[src/rtl/seq_calc_w.sv]
// Sequential two-operand calculator: serial A/B capture, one-cycle EXEC,
// registered result with a valid pulse and optional accumulator chaining.
module seq_calc_w #(
  parameter int WIDTH = 4,
  parameter int CHAIN = 1
) (
  input  logic             clock,
  input  logic             rst_n,
  input  logic [WIDTH-1:0] d_in,
  input  logic [2:0]       op,
  input  logic             capture,
  input  logic             clear,
  output logic [WIDTH:0]   result,
  output logic             valid,
  output logic             ovf,
  output logic             busy
);

  typedef enum logic [1:0] {IDLE, WAIT_B, EXEC, CHAINED} state_t;

  localparam logic [2:0] OP_ADD = 3'd0, OP_SUB = 3'd1, OP_AND = 3'd2, OP_OR  = 3'd3,
                         OP_XOR = 3'd4, OP_MAX = 3'd5, OP_MIN = 3'd6, OP_PASS = 3'd7;

  state_t           state, state_nxt;
  logic [WIDTH-1:0] a_q, b_q, a_nxt, b_nxt;
  logic [2:0]       op_q, op_nxt;
  logic [WIDTH:0]   res_nxt, alu_res, a_x, b_x;
  logic             ovf_nxt, alu_ovf;
  // vld_pipe[0] marks the EXEC stage, vld_pipe[1] is the registered pulse
  logic [1:0]       vld_pipe;

  assign a_x         = {1'b0, a_q};
  assign b_x         = {1'b0, b_q};
  assign vld_pipe[0] = (state == EXEC);
  assign busy        = vld_pipe[0];
  assign valid       = vld_pipe[1];

  always_comb begin
    alu_res = '0;
    alu_ovf = 1'b0;
    case (op_q)
      OP_ADD:  begin alu_res = a_x + b_x; alu_ovf = alu_res[WIDTH]; end
      OP_SUB:  begin alu_res = a_x - b_x; alu_ovf = (a_q < b_q);    end
      OP_AND:  alu_res = a_x & b_x;
      OP_OR:   alu_res = a_x | b_x;
      OP_XOR:  alu_res = a_x ^ b_x;
      OP_MAX:  alu_res = (a_q > b_q) ? a_x : b_x;
      OP_MIN:  alu_res = (a_q < b_q) ? a_x : b_x;
      OP_PASS: alu_res = b_x;
      default: alu_res = '0;
    endcase
  end

  always_comb begin
    state_nxt = state;
    a_nxt     = a_q;
    b_nxt     = b_q;
    op_nxt    = op_q;
    res_nxt   = result;
    ovf_nxt   = ovf;
    if (clear) begin
      state_nxt = IDLE;
      a_nxt     = '0;
      b_nxt     = '0;
      op_nxt    = '0;
      res_nxt   = '0;
      ovf_nxt   = 1'b0;
    end else begin
      case (state)
        IDLE: if (capture) begin
          a_nxt     = d_in;
          state_nxt = WAIT_B;
        end
        WAIT_B, CHAINED: if (capture) begin
          b_nxt     = d_in;
          op_nxt    = op;
          state_nxt = EXEC;
        end
        EXEC: begin
          res_nxt = alu_res;
          ovf_nxt = alu_ovf;
          if (CHAIN != 0) begin
            a_nxt     = alu_res[WIDTH-1:0];
            state_nxt = CHAINED;
          end else begin
            state_nxt = IDLE;
          end
        end
        default: state_nxt = IDLE;
      endcase
    end
  end

  always_ff @(posedge clock or negedge rst_n) begin
    if (!rst_n) begin
      state       <= IDLE;
      a_q         <= '0;
      b_q         <= '0;
      op_q        <= '0;
      result      <= '0;
      ovf         <= 1'b0;
      vld_pipe[1] <= 1'b0;
    end else begin
      state       <= state_nxt;
      a_q         <= a_nxt;
      b_q         <= b_nxt;
      op_q        <= op_nxt;
      result      <= res_nxt;
      ovf         <= ovf_nxt;
      vld_pipe[1] <= vld_pipe[0] & ~clear;
    end
  end

endmodule

[config.mk]
export PLATFORM = sky130hd
export DESIGN_NAME = seq_calc_w
export DESIGN_NICKNAME = d
export VERILOG_FILES = /design/src/rtl/seq_calc_w.sv
export SDC_FILE = /design/constraint.sdc
export NUM_CORES = 1
export LEC_CHECK = 0
export BUFFER_PORTS_ARGS = -buffer_cell sky130_fd_sc_hd__buf_4
export CAP_MARGIN = 40
export CORE_MARGIN = 2
export CORE_UTILIZATION = 50
export CTS_CLUSTER_DIAMETER = 200
export DETAILED_ROUTE_END_ITERATION = 12
export GPL_ROUTABILITY_DRIVEN = 1
export PLACE_DENSITY = 0.7
export SLEW_MARGIN = 20
export SYNTH_ARGS = -nofsm -noshare
export SYNTH_HDL_FRONTEND = slang
export SYNTH_SLANG_ARGS = --single-unit
[constraint.sdc]
create_clock -name clock -period 3.99 [get_ports clock]
set_input_delay 0.399 -clock clock [delete_from_list [all_inputs] [get_ports clock]]
set_output_delay 0.399 -clock clock [all_outputs]
set_load 0.01 [all_outputs]
==> flow_metrics.tcl, run 1 <==
set metrics [dict create \
    status "finished clean" \
    clock_path_buffers 2 \
    finalSetupTns_ns 0 \
    grt_max_degree 23 \
    grt_antenna_before_repair 0 \
    syn_area_per_cell_sq_um 8.26 \
    finalWeightedCongestion 0.846 \
    cts-root-buf "clkbuf_4" \
    tightestPinTransition_ns 0.631 \
    drt_first_pass_iters 4 \
    area_growth_pct 9.93 \
    ys_types 54 \
    end_kind "flop" \
    finalCriticalPeriod_ns 2.61 \
    leakagePower_nw 0.816 \
    drtIter0Drc 86 \
    power_density_nw_per_um2 286 \
    dieHeight_microns 62.3 \
    fin_skew_ns 0.0102 \
    clock-sinks 20 \
    dp.cells 257 \
    num_vias 1567 \
    cts_tree "yes" \
    ir_drop_uv 320 \
    setup_violations 0 \
    ys.flop_type "dfrtp_1" \
    post-route-period-util_pct 65.4 \
    holdWs_ns 0.328 \
    wire_per_inst_microns 16.2 \
    synthArstFlopShare_pct 100 \
    drc 0 \
    coreArea_sq_um 3310 \
    dp_hpwl_mm 3.10 \
    antenna_cells 0 \
    relSlewSlack_pct 57.5 \
    syn_area_sq_um 1700 \
    drive_above_1_share_pct 15.3 \
    hold_viol 0 \
    grt_pass1_vias 1565 \
    cts.clk_slew.worst_paths_ns 0.12 \
    dieWidth_microns 62.3 \
    overflow 0 \
    synth-seq-cells 20 \
    clkLatencyLatePin_ns 0.30 \
    synth-edff-count 0 \
    cts_made_buffers 3 \
    postRouteAntennaNets 0 \
    wl_mm 4.24 \
    fmax_mhz 383 \
    grt_usage_pct 23.0 \
    io_pins 19 \
    crit_type "reg -> reg" \
    hold_path.class "in -> reg" \
    cp_max_fo 11 \
    max_stage_delay_ns 0.52 \
    syn_inst 206 \
    startpoint_type "flop" \
    syn_nets 231 \
    post_cts_buffers 0 \
    grt_pass1_wl_mm 7.35 \
    initial_core_util_pct 51.4 \
    rows 21 \
    die_area_sq_um 3890 \
    path_cells "inv_1, ha_1, nor2_1, a221oi_4, mux2i_1, nor4b_1, a2111oi_1" \
    synth_warnings 0 \
    rsz0062_at_grt "false" \
    portBuffers 18 \
    required_ns 4.17 \
    report.final.slew_viol_count 0 \
    final_nets 242 \
    cp_data_arrival_time_ns 2.79 \
    maxCapViolations 0 \
    htree_levels 1 \
    fin_cells 262 \
    fillerInstances 303 \
    slowest_stage "ha_1" \
    viasPerCell 5.98 \
    yosysSeqAreaShare_pct 29.4 \
]
-- flip-flops by register name, summed over array words and instances, names as in the netlist --
signal  cells
a_q         4
state       2
valid       1
ovf         1
result      5
op_q        3
b_q         4
-- metal layers --
metal	global-route usage [%]	vias up	part of all wire, %
li1	-	748	-
met1	31.4	754	45
met2	38.9	59	48
met3	1.45	6	4.9
met4	7.78	0	1.4
met5	0	-	0
-- through the flow --
step	util (%)	total power (W)	setup slack, ns	instance area (sq um)
2_1_floorplan	-	0.000369	1.82	1700
3_3_place_gp	55.1	0.000410	1.56	1820
3_5_place_dp	55.1	0.000416	1.41	1820
4_1_cts	56.5	0.000535	1.39	1870
5_1_grt	56.5	0.000563	1.18	1870
6_report	56.5	0.000535	1.38	1870
-- power by group --
part           switching (W)  internal, W
logic               0.000103    0.0000766
registers          0.0000216     0.000215
clock network      0.0000630    0.0000556
-- timing repair --
item,CTS,global route
hold buffers,1,0
resized for setup,0,0
hold endpoints to repair,20,0
-- final timing paths --
| kind | slack (ns) | end | start | cells after the start |
|---|---|---|---|---|
| max | 1.38 | result[0]$_DFFE_PN0P_ | a_q[2]$_DFFE_PN0P_ | 7 |
| min | 0.33 | op_q[0]$_DFFE_PN0P_ | op[0] | 3 |
| max reg2reg | 1.38 | result[0]$_DFFE_PN0P_ | a_q[2]$_DFFE_PN0P_ | 7 |
| min reg2reg | 0.54 | result[4]$_DFFE_PN0P_ | result[4]$_DFFE_PN0P_ | 2 |
| max in group asynchronous | 3.28 | b_q[0]$_DFFE_PN0P_ | rst_n | 2 |
| min in group asynchronous | 0.50 | op_q[0]$_DFFE_PN0P_ | rst_n | 2 |
-- synth_stat cells (2+ instances only) --
| cell type | instances | share of area, % |
|---|---|---|
| mux2i_1 | 4 | 2.4 |
| nand2b_1 | 3 | 1.1 |
| nor3_1 | 6 | 1.8 |
| o21ai_0 | 4 | 1.2 |
| a211oi_1 | 7 | 3.1 |
| clkbuf_1 | 6 | 1.3 |
| a21o_1 | 2 | 0.88 |
| a311oi_1 | 2 | 1.0 |
| ha_1 | 12 | 8.8 |
| and3b_1 | 2 | 1.0 |
| o211ai_1 | 3 | 1.3 |
| buf_2 | 2 | 0.59 |
| nor4_1 | 2 | 0.74 |
| mux2_2 | 4 | 2.6 |
| dfrtp_1 | 20 | 29 |
| inv_1 | 15 | 3.3 |
| a21oi_1 | 18 | 5.3 |
| and3_1 | 2 | 0.74 |
| fa_1 | 2 | 2.4 |
| nor2b_1 | 2 | 0.74 |
| buf_4 | 3 | 1.3 |
| nand2_1 | 31 | 6.8 |
| nor2_1 | 17 | 3.7 |
| xor2_1 | 2 | 1.0 |
| nand3_1 | 4 | 1.2 |
| a22o_1 | 2 | 1.0 |
| a21boi_0 | 2 | 0.88 |
-- layout make-up --
| type | count | area [sq um] | share of cell area (%) |
|---|---|---|---|
| Timing Repair Buffer | 19 | 145 | 7.76 |
| Multi-Input combinational cell | 157 | 1070 | 57.3 |
| Inverter | 16 | 60.1 | 3.21 |
| Tap cell | 46 | 57.6 | 3.08 |
| Sequential cell | 20 | 500 | 26.8 |
| Clock buffer | 4 | 36.3 | 1.94 |
-- cells by family after synthesis --
family                   Yosys count  synth area share, %
AO/OA/AOI/OAI                     54                 23.1
buffers and inverters             29                 7.65
adder cells (fa/ha/maj)           15                 11.8
multiplexers                       8                 5.00
AND/OR/NAND/NOR                   78                 22.1
flip-flops                        20                 29.4
XOR/XNOR                           2                 1.03
-- cell usage in the layout (no fill, tap or decap), types with 4 or more instances in the layout --
cell,count
nand2_1,31
dfrtp_1,20
a21oi_1,18
buf_4,18
nor2_1,17
inv_1,15
ha_1,12
a211oi_1,7
nor3_1,6
mux2i_1,4
o21ai_0,4
nand3_1,4
mux2_2,4
-- worst max-delay path: cells and delay by family (launching register included) --
family                     cells  cell delay [ns]
adders and majority gates      1             0.52
DFF                            1             0.44
buffers and inverters          1             0.09
AOI/OAI and AO/OA              2             0.92
and+or+nand+nor                2             0.22
muxes                          1             0.31
Power figures use the tool's default switching activity.
==> run 2: changes to the inputs <==
==> constraint.sdc (replaced) <==
create_clock -name clock -period 2.61 [get_ports clock]
set_input_delay 0.261 -clock clock [delete_from_list [all_inputs] [get_ports clock]]
set_output_delay 0.261 -clock clock [all_outputs]
set_load 0.01 [all_outputs]
==> flow_metrics.tcl, run 2 (synthesis gave the netlist of run 1 again) <==
set metrics [dict create \
    hold_path.class "in -> reg" \
    setup_violations 0 \
    final_nets 247 \
    startpoint_type "flop" \
    area_growth_pct 12.2 \
    detailed_place.area_sq_um 1860 \
    top_register "result" \
    viasPerCell 5.88 \
    tightestPinTransition_ns 0.619 \
    cp_data_arrival_time_ns 2.60 \
    cts.clk_slew.worst_paths_ns 0.12 \
    holdWs_ns 0.171 \
    worst-path-stages 7 \
    slowest_stage "a221oi_4" \
    fmax_mhz 418 \
    end_kind "flop" \
    grt_max_degree 23 \
    initial_core_util_pct 51.4 \
    layout_common_cells "31 x nand2_1, 23 x buf_4, 19 x dfrtp_1" \
    grt_pass1_vias 1451 \
    max_stage_delay_ns 0.46 \
    overflow 0 \
    final_area_sq_um 1910 \
    drive_above_1_share_pct 17.6 \
    finalWeightedCongestion 0.856 \
    leakagePower_nw 0.841 \
    dieWidth_microns 62.3 \
    clock_path_buffers 2 \
    drt_first_pass_iters 4 \
    r2r_end "result[2]$_DFFE_PN0P_" \
    io_pins 19 \
    post_cts_buffers 0 \
    relSlewSlack_pct 58.7 \
    crit_type "reg -> reg" \
    cts_tree "yes" \
    wl_mm 4.19 \
    cp-endpoint "result[2]$_DFFE_PN0P_" \
    post-route-period-util_pct 91.6 \
    clkLatencyLatePin_ns 0.32 \
    cts_made_buffers 3 \
    maxCapViolations 0 \
    status "finished clean" \
    hold_viol 0 \
    clock-sinks 20 \
    postRouteAntennaNets 0 \
    worst-r2r-cell-count 7 \
    antenna_cells 0 \
    report.final.slew_viol_count 0 \
    cp_max_fo 8 \
    timing.reg2reg.setup_slack_ns 0.22 \
    critPathBufInv 1 \
    required_ns 2.82 \
    final_common_cell "nand2_1" \
    ir_drop_uv 360 \
    rows 21 \
    grt_pass1_wl_mm 6.87 \
    portBuffers 18 \
    cp_top_family "compound AO/OA/AOI/OAI gates" \
    drtIter0Drc 104 \
    drc 0 \
    power_density_nw_per_um2 438 \
    dp_hpwl_mm 3.12 \
    path_cells "inv_1, ha_1, o21bai_1, a221oi_4, nor2_1, mux2_2, a311oi_1" \
    finalCriticalPeriod_ns 2.39 \
    fin_skew_ns 0.0142 \
    dp.cells 262 \
    coreArea_sq_um 3310 \
    htree_levels 1 \
    crit_path_start "b_q[1]$_DFFE_PN0P_" \
    top_regs "result (5), a_q (4), b_q (4)" \
    cts-root-buf "clkbuf_4" \
    grt_usage_pct 22.0 \
    final_util_pct 57.7 \
    finalSetupTns_ns 0 \
    die_area_sq_um 3890 \
    dieHeight_microns 62.3 \
    largest_reg_flops 5 \
    rsz0062_at_grt "false" \
    num_vias 1569 \
    grt_antenna_before_repair 0 \
    wire_per_inst_microns 15.7 \
    r2r_start "b_q[1]$_DFFE_PN0P_" \
    fin_cells 267 \
]
[run 2: final cells by class]
class	instances	area, sq um
fill	331	1400
tap	46	57.6
sequential	20	502
multi-input combinational	157	1070
clock buffer	4	36.3
inverter	16	60.1
timing repair buffer	24	183
[run 2: power breakdown]
part	total [W]	switching [W]	internal [W]
sequential	0.000353	0.0000243	0.000329
clock	0.000187	0.000102	0.0000854
combinational	0.000295	0.000168	0.000127
total	0.000836	0.000295	0.000541
[run 2: tightest hold or removal path, cell delays in order]
cell and delay, ns:
buf_4 0.11, nand2_1 0.04, a21oi_1 0.05
[run 2: metal layers]
layer	part of all wire, %	track usage (%)	wire (microns)
met5	0	0	0
met4	1.2	10.0	51
met3	6.1	1.45	256
met2	47	35.3	1980
met1	45	30.7	1900
[run 2: worst min-delay path by stage]
stage	startpoint	endpoint	slack (ns)	cells after the start
4_1_cts	op[0]	op_q[0]$_DFFE_PN0P_	0.18	3
2_1_floorplan	rst_n	a_q[0]$_DFFE_PN0P_	-0.03	0
6_report	op[0]	op_q[0]$_DFFE_PN0P_	0.17	3
5_1_grt	op[1]	op_q[1]$_DFFE_PN0P_	0.17	3
3_3_place_gp	rst_n	result[3]$_DFFE_PN0P_	0.15	1
3_5_place_dp	rst_n	a_q[3]$_DFFE_PN0P_	0.16	1
[run 2: timing repair]
action | CTS | global route
setup endpoints to repair | 0 | 2
gates resized for setup | 0 | 1
hold endpoints to repair | 20 | 0
hold buffers | 1 | 0
[run 2: through the flow]
step | setup slack, ns | power [W]
finish | 0.219 | 0.000836
floorplan | 0.436 | 0.000564
CTS | 0.163 | 0.000833
global route | 0.0755 | 0.000883
global placement | 0.287 | 0.000639
detailed placement | 0.167 | 0.000649
==> run 3: changes to the inputs <==
--- a/config.mk
+++ b/config.mk
@@ -12,6 +12,7 @@
 export CTS_CLUSTER_DIAMETER = 200
 export DETAILED_ROUTE_END_ITERATION = 12
 export GPL_ROUTABILITY_DRIVEN = 1
+export MAX_ROUTING_LAYER = met4
 export PLACE_DENSITY = 0.7
 export SLEW_MARGIN = 20
 export SYNTH_ARGS = -nofsm -noshare
==> flow_metrics.tcl, run 3 (synthesis gave the netlist of run 1 again) <==
set metrics [dict create \
    cts-root-buf "clkbuf_4" \
    hold_viol 0 \
    hold_path.class "in -> reg" \
    cts.clk_slew.worst_paths_ns 0.11 \
    top_register "result" \
    p_clk_share_pct 17.8 \
    finalCriticalPeriod_ns 2.43 \
    viasPerCell 5.87 \
    finalSetupTns_ns 0 \
    final_area_sq_um 1910 \
    grt_antenna_before_repair 0 \
    worst-r2r-cell-count 8 \
    fin_skew_ns 0.00672 \
    num_vias 1562 \
    grt_pass1_wl_mm 7.32 \
    max_stage_delay_ns 0.48 \
    cp_max_fo 8 \
    final_nets 247 \
    maxCapViolations 0 \
    clock-sinks 20 \
    initial_core_util_pct 51.4 \
    startpoint_type "flop" \
    power_density_nw_per_um2 425 \
    grt_max_degree 23 \
    top_regs "result (5), a_q (4), b_q (4)" \
    finalWeightedCongestion 0.856 \
    r2r_end "a_q[2]$_DFFE_PN0P_" \
    area_growth_pct 12.2 \
    layout_common_cells "31 x nand2_1, 22 x buf_4, 18 x a21oi_1, 18 x dfrtp_1, 17 x nor2_1" \
    drt_first_pass_iters 4 \
    rows 21 \
    r2r_start "b_q[1]$_DFFE_PN0P_" \
    seqPwrFrac_pct 44.1 \
    status "finished clean" \
    wire_per_inst_microns 15.9 \
    slowest_stage "dfrtp_2" \
    drc 0 \
    detailed_place.area_sq_um 1850 \
    cp_data_arrival_time_ns 2.63 \
    grt_usage_pct 23.8 \
    dieHeight_microns 62.3 \
    drive_above_1_share_pct 17.7 \
    cp-endpoint "a_q[2]$_DFFE_PN0P_" \
    grt_pass1_vias 1562 \
    rsz0062_at_grt "false" \
    post-route-period-util_pct 93.2 \
    crit_path_start "b_q[1]$_DFFE_PN0P_" \
    portBuffers 18 \
    die_area_sq_um 3890 \
    dieWidth_microns 62.3 \
    ir_drop_uv 355 \
    setup_violations 0 \
    report.final.slew_viol_count 0 \
    antenna_cells 0 \
    holdWs_ns 0.206 \
    leakagePower_nw 0.836 \
    required_ns 2.81 \
    comb_power_share_pct 38.1 \
    crit_type "reg -> reg" \
    coreArea_sq_um 3310 \
    relSlewSlack_pct 57.0 \
    largest_reg_flops 5 \
    cts_tree "yes" \
    overflow 0 \
    dp_hpwl_mm 3.18 \
    path_cells "inv_1, ha_1, o21bai_1, a221oi_4, buf_12, nor2_1, mux2_2, a311oi_1" \
    final_common_cell "nand2_1" \
    clock_path_buffers 2 \
    fmax_mhz 411 \
    wl_mm 4.22 \
    internal-power_w 0.000524 \
    fillerInstances 309 \
    tightestPinTransition_ns 0.645 \
    p_sw_w 0.000288 \
    htree_levels 1 \
    cts_made_buffers 3 \
    io_pins 19 \
    timing.reg2reg.setup_slack_ns 0.18 \
    end_kind "flop" \
    drtIter0Drc 98 \
    clkLatencyLatePin_ns 0.30 \
    sw_frac_of_total_pct 35.5 \
    postRouteAntennaNets 0 \
]
==> run 3: routing by layer <==
layer	global-route usage [%]	wire (microns)	up-vias
met1	31.0	1910	774
met3	1.81	130	2
li1	-	-	756
met5	-	0	-
met2	39.5	2150	30
met4	8.06	22	0
==> run 3: worst min-delay path by stage <==
stage,from,end,slack [ns],depth (start not counted)
after floorplan,rst_n,a_q[0]$_DFFE_PN0P_,-0.03,0
after global placement,rst_n,valid$_DFF_PN0_,0.15,1
after detailed placement,rst_n,result[4]$_DFFE_PN0P_,0.15,1
after CTS,op[0],op_q[0]$_DFFE_PN0P_,0.21,3
after global routing,op[1],op_q[1]$_DFFE_PN0P_,0.20,3
final,op[1],op_q[1]$_DFFE_PN0P_,0.21,3
==> run 3: worst max-delay path, delay by kind of cell, from the launching register on <==
| family | cells | cell delay (ns) |
|---|---|---|
| and+or+nand+nor | 1 | 0.23 |
| muxes | 1 | 0.39 |
| DFF | 1 | 0.48 |
| AOI/OAI and AO/OA | 3 | 0.64 |
| adders and majority gates | 1 | 0.30 |
| buffers and inverters | 2 | 0.30 |
==> run 3: area by class of cell <==
type                    count  area, sq um  area share (%)
multi-input cells         157         1070            56.1
flip-flops and latches     20          503            26.3
repair buffers             24          195            10.2
inverters                  16         60.1            3.15
well taps                  46         57.6            3.01
clock buffers               3         22.5            1.18
==> run 3: per-stage QoR <==
step                      total power, W  std cells  utilization (%)  setup WS, ns
after floorplan                 0.000564        206                -         0.436
after global placement          0.000635        261             56.0         0.291
after detailed placement        0.000647        261             56.0         0.157
after CTS                       0.000790        265             57.0         0.133
after global routing            0.000860        266             57.7        0.0232
final                           0.000812        266             57.7         0.177
==> run 3: repair_timing <==
action	in CTS	in global routing
hold buffers	1	0
resized for setup	0	2
buffers inserted	0	1
setup endpoints to repair	0	5
endpoints found under the hold margin	20	0
==> run 3: power by group through the flow <==
stage / clock (W) / combinational (W) / sequential, W
floorplan: 0 / 0.000210 / 0.000354
global placement: 0 / 0.000275 / 0.000360
detailed placement: 0 / 0.000284 / 0.000363
CTS: 0.000146 / 0.000287 / 0.000357
global route: 0.000157 / 0.000341 / 0.000362
finish: 0.000145 / 0.000309 / 0.000358
